===== config.mk =====
export PLATFORM = sky130hd
export DESIGN_NAME = axis_insert_header_arbiter_flat
export DESIGN_NICKNAME = d
export VERILOG_FILES = /design/src/rtl/axis_insert_header_arbiter_if.sv /design/src/rtl/axis_insert_header_arbiter.sv /design/src/flat_wrapper.sv
export SDC_FILE = /design/constraint.sdc
export NUM_CORES = 1
export LEC_CHECK = 0
export ABC_CLOCK_PERIOD_IN_PS = 3480
export CAP_MARGIN = 20
export CELL_PAD_IN_SITES_DETAIL_PLACEMENT = 0
export CELL_PAD_IN_SITES_GLOBAL_PLACEMENT = 1
export CORE_AREA = 4 4 156 158
export CTS_CLUSTER_SIZE = 40
export DETAILED_ROUTE_END_ITERATION = 6
export DIE_AREA = 0 0 160 162
export GPL_TIMING_DRIVEN = 0
export PLACE_DENSITY_LB_ADDON = 0.1
export SYNTH_ARGS = -nofsm -noshare
export SYNTH_HDL_FRONTEND = slang
export SYNTH_SLANG_ARGS = --single-unit

===== constraint.sdc =====
create_clock -name clk -period 3.48 [get_ports clk]
set_clock_uncertainty 0.2 [all_clocks]
set_input_delay 0.87 -clock clk [delete_from_list [all_inputs] [get_ports clk]]
set_output_delay 0.87 -clock clk [all_outputs]
set_load 0.005 [all_outputs]

===== src/rtl/axis_insert_header_arbiter_if.sv =====
// Source-side and core-side header/body handshake bundle for the insert-header arbiter.
// slave is the arbiter's view, master is the view of whatever drives the sources and the core.
interface axis_insert_header_arbiter_if #(
  parameter int DATA_WD = 32,
  parameter int NUM_SRC = 4
);
  localparam int DATA_BYTE_WD = DATA_WD / 8;
  localparam int CNT_WD       = $clog2(DATA_BYTE_WD) + 1;

  logic [NUM_SRC-1:0]              s_valid_insert;
  logic [NUM_SRC*DATA_WD-1:0]      s_data_insert;
  logic [NUM_SRC*DATA_BYTE_WD-1:0] s_keep_insert;
  logic [NUM_SRC*CNT_WD-1:0]       s_byte_insert_cnt;
  logic [NUM_SRC-1:0]              s_ready_insert;

  logic [NUM_SRC-1:0]              s_valid_in;
  logic [NUM_SRC*DATA_WD-1:0]      s_data_in;
  logic [NUM_SRC*DATA_BYTE_WD-1:0] s_keep_in;
  logic [NUM_SRC-1:0]              s_last_in;
  logic [NUM_SRC-1:0]              s_ready_in;

  logic                            c_valid_insert;
  logic [DATA_WD-1:0]              c_data_insert;
  logic [DATA_BYTE_WD-1:0]         c_keep_insert;
  logic [CNT_WD-1:0]               c_byte_insert_cnt;
  logic                            c_ready_insert;

  logic                            c_valid_in;
  logic [DATA_WD-1:0]              c_data_in;
  logic [DATA_BYTE_WD-1:0]         c_keep_in;
  logic                            c_last_in;
  logic                            c_ready_in;

  modport slave (
    input  s_valid_insert, s_data_insert, s_keep_insert, s_byte_insert_cnt,
    output s_ready_insert,
    input  s_valid_in, s_data_in, s_keep_in, s_last_in,
    output s_ready_in,
    output c_valid_insert, c_data_insert, c_keep_insert, c_byte_insert_cnt,
    input  c_ready_insert,
    output c_valid_in, c_data_in, c_keep_in, c_last_in,
    input  c_ready_in
  );

  modport master (
    output s_valid_insert, s_data_insert, s_keep_insert, s_byte_insert_cnt,
    input  s_ready_insert,
    output s_valid_in, s_data_in, s_keep_in, s_last_in,
    input  s_ready_in,
    input  c_valid_insert, c_data_insert, c_keep_insert, c_byte_insert_cnt,
    output c_ready_insert,
    input  c_valid_in, c_data_in, c_keep_in, c_last_in,
    output c_ready_in
  );
endinterface


===== src/rtl/axis_insert_header_arbiter.sv =====
// Packet-granular round-robin arbiter sharing one insert-header core between NUM_SRC sources.
// IDLE | no owner, arbitrate on header valids  HDR | forward owner's header  BODY | forward owner's body until last
module axis_insert_header_arbiter #(
  parameter int DATA_WD = 32,
  parameter int NUM_SRC = 4
) (
  input  logic                       clk,
  input  logic                       rst,
  axis_insert_header_arbiter_if.slave bus,
  output logic [NUM_SRC-1:0]         grant,
  output logic                       busy,
  output logic                       pkt_done
);
  localparam int DATA_BYTE_WD = DATA_WD / 8;
  localparam int CNT_WD       = $clog2(DATA_BYTE_WD) + 1;
  localparam int PTR_WD       = $clog2(NUM_SRC);

  typedef enum logic [1:0] {
    IDLE = 2'd0,
    HDR  = 2'd1,
    BODY = 2'd2
  } state_t;

  state_t            state, state_next;
  logic [PTR_WD-1:0] rr_ptr, rr_ptr_next;
  logic [PTR_WD-1:0] g_idx, g_idx_next;
  logic [PTR_WD-1:0] win_idx, cand;
  logic              win_found;

  logic [DATA_WD-1:0]      hdr_data  [NUM_SRC];
  logic [DATA_BYTE_WD-1:0] hdr_keep  [NUM_SRC];
  logic [CNT_WD-1:0]       hdr_cnt   [NUM_SRC];
  logic [DATA_WD-1:0]      body_data [NUM_SRC];
  logic [DATA_BYTE_WD-1:0] body_keep [NUM_SRC];

  for (genvar i = 0; i < NUM_SRC; i++) begin : g_unpack
    assign hdr_data[i]  = bus.s_data_insert[i*DATA_WD +: DATA_WD];
    assign hdr_keep[i]  = bus.s_keep_insert[i*DATA_BYTE_WD +: DATA_BYTE_WD];
    assign hdr_cnt[i]   = bus.s_byte_insert_cnt[i*CNT_WD +: CNT_WD];
    assign body_data[i] = bus.s_data_in[i*DATA_WD +: DATA_WD];
    assign body_keep[i] = bus.s_keep_in[i*DATA_BYTE_WD +: DATA_BYTE_WD];
  end

  always_ff @(posedge clk) begin
    if (rst) begin
      state  <= IDLE;
      rr_ptr <= '0;
      g_idx  <= '0;
    end else begin
      state  <= state_next;
      rr_ptr <= rr_ptr_next;
      g_idx  <= g_idx_next;
    end
  end

  // First header requester at or after rr_ptr, wrapping around.
  always_comb begin
    win_found = 1'b0;
    win_idx   = '0;
    cand      = '0;
    for (int k = 0; k < NUM_SRC; k++) begin
      cand = PTR_WD'((int'(rr_ptr) + k) % NUM_SRC);
      if (!win_found && bus.s_valid_insert[cand]) begin
        win_found = 1'b1;
        win_idx   = cand;
      end
    end
  end

  always_comb begin
    state_next            = state;
    rr_ptr_next           = rr_ptr;
    g_idx_next            = g_idx;
    pkt_done              = 1'b0;
    bus.s_ready_insert    = '0;
    bus.s_ready_in        = '0;
    bus.c_valid_insert    = 1'b0;
    bus.c_data_insert     = '0;
    bus.c_keep_insert     = '0;
    bus.c_byte_insert_cnt = '0;
    bus.c_valid_in        = 1'b0;
    bus.c_data_in         = '0;
    bus.c_keep_in         = '0;
    bus.c_last_in         = 1'b0;

    case (state)
      IDLE: begin
        if (win_found) begin
          g_idx_next = win_idx;
          state_next = HDR;
        end
      end
      HDR: begin
        bus.c_valid_insert         = bus.s_valid_insert[g_idx];
        bus.s_ready_insert[g_idx]  = bus.c_ready_insert;
        if (bus.s_valid_insert[g_idx]) begin
          bus.c_data_insert     = hdr_data[g_idx];
          bus.c_keep_insert     = hdr_keep[g_idx];
          bus.c_byte_insert_cnt = hdr_cnt[g_idx];
          if (bus.c_ready_insert) state_next = BODY;
        end
      end
      BODY: begin
        bus.c_valid_in         = bus.s_valid_in[g_idx];
        bus.s_ready_in[g_idx]  = bus.c_ready_in;
        if (bus.s_valid_in[g_idx]) begin
          bus.c_data_in = body_data[g_idx];
          bus.c_keep_in = body_keep[g_idx];
          bus.c_last_in = bus.s_last_in[g_idx];
          if (bus.c_ready_in && bus.s_last_in[g_idx]) begin
            pkt_done    = 1'b1;
            rr_ptr_next = (g_idx == PTR_WD'(NUM_SRC - 1)) ? '0 : g_idx + PTR_WD'(1);
            state_next  = IDLE;
          end
        end
      end
      default: state_next = IDLE;
    endcase
  end

  always_comb begin
    grant = '0;
    if (state != IDLE) grant[g_idx] = 1'b1;
  end

  assign busy = (state != IDLE);

endmodule


===== src/flat_wrapper.sv =====
// flat-port wrapper written by rule: the top's interface ports become plain ports
module axis_insert_header_arbiter_flat 
#(
  parameter int DATA_WD = 32,
  parameter int NUM_SRC = 4
)
  (clk, rst, grant, busy, pkt_done, bus_s_valid_insert, bus_s_data_insert, bus_s_keep_insert, bus_s_byte_insert_cnt, bus_s_ready_insert, bus_s_valid_in, bus_s_data_in, bus_s_keep_in, bus_s_last_in, bus_s_ready_in, bus_c_valid_insert, bus_c_data_insert, bus_c_keep_insert, bus_c_byte_insert_cnt, bus_c_ready_insert, bus_c_valid_in, bus_c_data_in, bus_c_keep_in, bus_c_last_in, bus_c_ready_in);
  axis_insert_header_arbiter_if #(.DATA_WD(DATA_WD), .NUM_SRC(NUM_SRC)) bus_i ();
  input  logic clk;
  input  logic rst;
  output logic [NUM_SRC-1:0] grant;
  output logic busy;
  output logic pkt_done;
  input wire logic [$bits(bus_i.s_valid_insert)-1:0] bus_s_valid_insert;
  input wire logic [$bits(bus_i.s_data_insert)-1:0] bus_s_data_insert;
  input wire logic [$bits(bus_i.s_keep_insert)-1:0] bus_s_keep_insert;
  input wire logic [$bits(bus_i.s_byte_insert_cnt)-1:0] bus_s_byte_insert_cnt;
  output wire logic [$bits(bus_i.s_ready_insert)-1:0] bus_s_ready_insert;
  input wire logic [$bits(bus_i.s_valid_in)-1:0] bus_s_valid_in;
  input wire logic [$bits(bus_i.s_data_in)-1:0] bus_s_data_in;
  input wire logic [$bits(bus_i.s_keep_in)-1:0] bus_s_keep_in;
  input wire logic [$bits(bus_i.s_last_in)-1:0] bus_s_last_in;
  output wire logic [$bits(bus_i.s_ready_in)-1:0] bus_s_ready_in;
  output wire logic [$bits(bus_i.c_valid_insert)-1:0] bus_c_valid_insert;
  output wire logic [$bits(bus_i.c_data_insert)-1:0] bus_c_data_insert;
  output wire logic [$bits(bus_i.c_keep_insert)-1:0] bus_c_keep_insert;
  output wire logic [$bits(bus_i.c_byte_insert_cnt)-1:0] bus_c_byte_insert_cnt;
  input wire logic [$bits(bus_i.c_ready_insert)-1:0] bus_c_ready_insert;
  output wire logic [$bits(bus_i.c_valid_in)-1:0] bus_c_valid_in;
  output wire logic [$bits(bus_i.c_data_in)-1:0] bus_c_data_in;
  output wire logic [$bits(bus_i.c_keep_in)-1:0] bus_c_keep_in;
  output wire logic [$bits(bus_i.c_last_in)-1:0] bus_c_last_in;
  input wire logic [$bits(bus_i.c_ready_in)-1:0] bus_c_ready_in;
  assign bus_i.s_valid_insert = bus_s_valid_insert;
  assign bus_i.s_data_insert = bus_s_data_insert;
  assign bus_i.s_keep_insert = bus_s_keep_insert;
  assign bus_i.s_byte_insert_cnt = bus_s_byte_insert_cnt;
  assign bus_s_ready_insert = bus_i.s_ready_insert;
  assign bus_i.s_valid_in = bus_s_valid_in;
  assign bus_i.s_data_in = bus_s_data_in;
  assign bus_i.s_keep_in = bus_s_keep_in;
  assign bus_i.s_last_in = bus_s_last_in;
  assign bus_s_ready_in = bus_i.s_ready_in;
  assign bus_c_valid_insert = bus_i.c_valid_insert;
  assign bus_c_data_insert = bus_i.c_data_insert;
  assign bus_c_keep_insert = bus_i.c_keep_insert;
  assign bus_c_byte_insert_cnt = bus_i.c_byte_insert_cnt;
  assign bus_i.c_ready_insert = bus_c_ready_insert;
  assign bus_c_valid_in = bus_i.c_valid_in;
  assign bus_c_data_in = bus_i.c_data_in;
  assign bus_c_keep_in = bus_i.c_keep_in;
  assign bus_c_last_in = bus_i.c_last_in;
  assign bus_i.c_ready_in = bus_c_ready_in;
  axis_insert_header_arbiter #(.DATA_WD(DATA_WD), .NUM_SRC(NUM_SRC)) u_core (.clk(clk), .rst(rst), .bus(bus_i), .grant(grant), .busy(busy), .pkt_done(pkt_done));
endmodule

## Yosys cells after proc, flatten, opt, wreduce, memory -nomap -nowiden

Index checks and enable logic that the tools add are counted.

- Bits in registers: 6
- Input port bits: 316
- Output and inout port bits: 92
- Word-level logic and storage cells: 104

- Add/sub/neg operators: 4
- $lt $le $gt $ge: 7
- Equality and inequality tests: 8
- Muxes and demuxes: 66
- Bitwise operators: 3
- Reduce and logical (&&, ||, !) cells: 13

Operators by type and width:

| operator | count |
|---|---|
| $mux W32 | 8 |
| $bmux W32 S2 | 2 |
| $mux W4 | 11 |
| $mux W2 | 10 |
| $mux W1 | 19 |
| $bmux W4 S2 | 2 |
| $lt A2 B3 Y1 const B | 5 |
| $bmux W1 S2 | 7 |
| $mux W3 | 4 |
| $and A4 B4 Y4 | 2 |
| $ne A2 B1 Y1 const B | 4 |
| $bmux W3 S2 | 1 |
| $pmux W2 S3 | 1 |
| $logic_and A1 B1 Y1 | 5 |
| $reduce_and A5 Y1 | 1 |
| $add A2 B1 Y2 const B | 2 |
| $add A2 B2 Y2 const B | 2 |
| $eq A2 B2 Y1 const B | 2 |
| $ge A3 B3 Y1 const B | 1 |
| $logic_not A1 Y1 | 3 |
| $not A2 Y3 | 1 |
| $reduce_and A3 Y1 | 1 |
| $demux W1 S2 | 1 |
| $eq A2 B1 Y1 const B | 1 |
| other kinds (5) | 5 |

## Longest topological paths before layout

- Depth after elaboration: 14
- Mapped depth: 7
- Depth with buffers taken out: 4

## Worst setup path before layout

OpenSTA, ideal clock, no wires.

- Kind: input -> output
- From: in bus_s_valid_in[3]
- To: out bus_c_data_in[15]
- Arrival time: 1.845 ns
- Required time: 2.410 ns
- Path slack: 0.565 ns
- Stages on the path: 4
- Buffers on the path: 2
- Path through: mux4_2 -> buf_2 -> buf_2 -> and3_1

- Longest elaborated chain between the ends: 4

Ends and longest elaborated chain:

| item | RTL line | text |
|---|---|---|
| start: declaration | flat_wrapper.sv:19 | `input wire logic [$bits(bus_i.s_valid_in)-1:0] bus_s_valid_in;` |
| $bmux W1 S2 | axis_insert_header_arbiter.sv:106 | `if (bus.s_valid_in[g_idx]) begin` |
| $mux W1 (not written as such) | axis_insert_header_arbiter.sv:106 |  |
| $mux W32 | axis_insert_header_arbiter.sv:106 |  |
| $mux W32 | axis_insert_header_arbiter.sv:86 | `case (state)` |
| end: declaration | flat_wrapper.sv:30 | `output wire logic [$bits(bus_i.c_data_in)-1:0] bus_c_data_in;` |

Every way passes these cells. The select of a mux whose other input is x is not followed.

## Final worst setup path

- From: in bus_s_valid_insert[2]
- To: out bus_c_data_insert[11]

- Longest elaborated chain between the ends: 4

Ends and longest elaborated chain:

| item | RTL line | text |
|---|---|---|
| start: declaration | flat_wrapper.sv:14 | `input wire logic [$bits(bus_i.s_valid_insert)-1:0] bus_s_valid_insert;` |
| $bmux W1 S2 | axis_insert_header_arbiter.sv:96 | `if (bus.s_valid_insert[g_idx]) begin` |
| $mux W1 (not written as such) | axis_insert_header_arbiter.sv:96 |  |
| $mux W32 | axis_insert_header_arbiter.sv:96 |  |
| $mux W32 | axis_insert_header_arbiter.sv:86 |  |
| end: declaration | flat_wrapper.sv:25 | `output wire logic [$bits(bus_i.c_data_insert)-1:0] bus_c_data_insert;` |

Every way passes these cells. The select of a mux whose other input is x is not followed.

==> results.yml <==
floorplan:
  chipWidth_um: 160
  core_area_um2: 23120
  row_count: 56
  initial_core_util_pct: 12.38
  die_h_um: 162
  die_area_um2: 25920
  ios: 408
worst_setup_path:
  crit_start: "bus_s_valid_insert[2]"
  slowest_delay_ps: 480
  start_kind: "input port"
  slowest_stage: "mux4_2"
  setup.worst_path.class: "input port to output pin"
  end_kind: "output pin"
  cp_max_fo: 5
  r2r-start: "u_core.g_idx[0]$_SDFFE_PP0P_"
  arrival_ps: 2350
  crit_required_ps: 2410
  path_cells: "buf_2 -> mux4_2 -> nand3b_1 -> buf_12 -> bufbuf_16 -> nor2b_1 -> dlygate4sd2_1"
yosys:
  synth.distinct_cells: 26
  synth_top_area_share_pct: 61.36
  syn-num-nets: 570
  syn-cell-area_um2: 2863
  ys_ff_latch: 6
  yosysSeqAreaShare_pct: 4.196
  yosysWarnings: 0
  synth_largest_area_cell: "mux4_2"
  syn_inst: 250
  synth.top_cells.by_area: "mux4_2, nor2b_1, and3_1, dfxtp_1, buf_2"
  avgSynthCellArea_um2: 11.45
power:
  leakage_uw: 0.003177
  ir_drop_uv: 102.9
  switching_share_pct: 26.07
  share_comb_of_total_power_pct: 77.2
  p_total_uw: 1164
  p_per_area_nw_per_um2: 153.6
  clock_power_share_pct: 16.1
  seqPwrFrac_pct: 6.7
  power_switching_uw: 303.3
  p_int_uw: 860.4
timing:
  fmax_mhz: 292.4
  worst_slew_pin_slew_ps: 667.1
  setup_viol: 0
  maxSlewViolCount: 0
  final.min_clock_period_ps: 3420
  relSlewSlack_pct: 55.53
  rsz0062_at_grt: "false"
  post-route-period-util_pct: 98.27
  hold_viol: 0
cts:
  numCtsBuffers: 3
  clock-sinks: 6
  clockBufferDepth: 2
  clock_latency_ps: 230
  cts_tree: "done"
  cts.htree.levels: 1
  clk_pin_slew_ps: 30
  root_buffer: "clkbuf_16"
placement:
  portBuffers: 407
  dp_hpwl_mm: 17.44
  gp_congestion: 0.7855
min_path:
  worstHoldStart: "u_core.rr_ptr[0]$_SDFFE_PP0P_"
  hp-class: "register to register"
flow_run:
  cap_violations: 0
global_routing:
  grt_overflow: 0
  gr-usage-all-layers_pct: 14.26
  grt_pass1_vias: 4649
  grt_pass1_wl_mm: 28.63
  grt_max_degree: 11
  antenna_found_initial: 2
route:
  drt_iter0_drc: 146
  firstDrtPassIters: 4
  post_drt_wl_per_cell_um: 20.54
  viasPerCell: 4.224
  ant_nets: 0
  drc: 0
  num_vias: 4110
  wl_mm: 19.99
outcome:
  outcome: "completed"
cells_and_area:
  drive_gt1_share_pct: 25.37
  areaGrowthSynthToFinish_pct: 164.6
  layout_commonest_cell: "clkdlybuf4s50_1"
  final_util_pct: 32.76
  nets: 1004
  final_cell_mix: "clkdlybuf4s50_1, mux4_2, buf_2"
==> cell type report <==
cell class / instances / area (um2)
Antenna cell: 1 / 2.502
Buffer: 29 / 264.0
Clock buffer: 3 / 75.07
Fill cell: 2412 / 15550
Inverter: 7 / 26.28
Multi-Input combinational cell: 207 / 2604
Sequential cell: 6 / 120.1
Tap cell: 290 / 362.8
Timing Repair Buffer: 430 / 4120
==> critical path: cells and delay by family <==
kind	cells	cell delay, ps
buffers and inverters	4	810
AND/OR/NAND/NOR	2	190
multiplexers	1	480
==> power by group through the flow <==
stage          Clock [uW]  Sequential [uW]  Combinational (uW)
2_1_floorplan           0             77.4                 320
3_3_place_gp            0             78.4                 842
3_5_place_dp            0             78.6                 847
4_1_cts               189             77.8                 917
5_1_grt               197             79.1                 966
6_report              187             78.2                 899
==> registers in the layout, indices dropped and copies added (netlist names) <==
register / flops
u_core.g_idx: 2
u_core.rr_ptr: 2
u_core.state: 2
==> stage by stage <==
stage | hold WS [ps] | setup TNS [ps] | setup WS (ps) | area (um2) | instances
after detailed placement | 302.9 | -43750 | -874.5 | 7300 | 947
after CTS | 316.6 | -1489 | -90.80 | 7540 | 971
after global placement | 282.9 | -42940 | -893.0 | 7300 | 947
final | 321.3 | 0 | 60.23 | 7575 | 973
after floorplan | 252.6 | 0 | 564.5 | 2863 | 250
after global routing | 353.2 | 0 | 0.9399 | 7572 | 972
==> path summary, 6_finish.rpt <==
check,cells after the start,end,slack (ps)
min,2,u_core.rr_ptr[0]$_SDFFE_PP0P_,320
min reg2reg,2,u_core.rr_ptr[0]$_SDFFE_PP0P_,320
max,7,bus_c_data_insert[11],60
max reg2reg,8,u_core.rr_ptr[1]$_SDFFE_PP0P_,1270
==> synthesized netlist by cell type <==
cell type / number
and3_1: 41
nor3_1: 2
or3_1: 1
and2_1: 4
or4_1: 1
nor4_1: 1
nand3_1: 1
nand2b_1: 3
nor2b_1: 44
buf_2: 12
nand2_1: 6
a22oi_1: 1
inv_1: 7
and3b_1: 1
o221ai_1: 1
mux4_2: 78
ha_1: 4
nand3b_1: 1
a21oi_1: 7
nand4_2: 1
o21a_1: 1
clkbuf_1: 13
buf_4: 5
nor2_1: 6
mux2i_1: 2
dfxtp_1: 6
==> kinds of logic after synthesis <==
logic type | count (synthesis) | share of synthesized area, %
flip-flops | 6 | 4.196
multiplexers | 80 | 62.06
buffers and inverters | 37 | 6.032
AND/OR/NAND/NOR | 113 | 23.91
AO/OA/AOI/OAI | 10 | 2.054
adder cells (fa/ha/maj) | 4 | 1.748
==> metal layers <==
layer	wire, um	part of all wire (%)	up-vias	global-route usage [%]
met5	20	0.10	-	0
met4	184	0.92	4	1.682
met3	2179	11	15	4.872
met2	10670	53	261	27.65
met1	6939	35	1943	15.39
li1	-	-	1887	-
==> timing repair <==
item,in CTS,in global routing
hold endpoints to repair,0,0
setup endpoints to repair,86,51
buffers inserted,20,1
cloned,2,0
hold buffers,0,0
resized for setup,246,17
(Power assumes the default switching activity.)
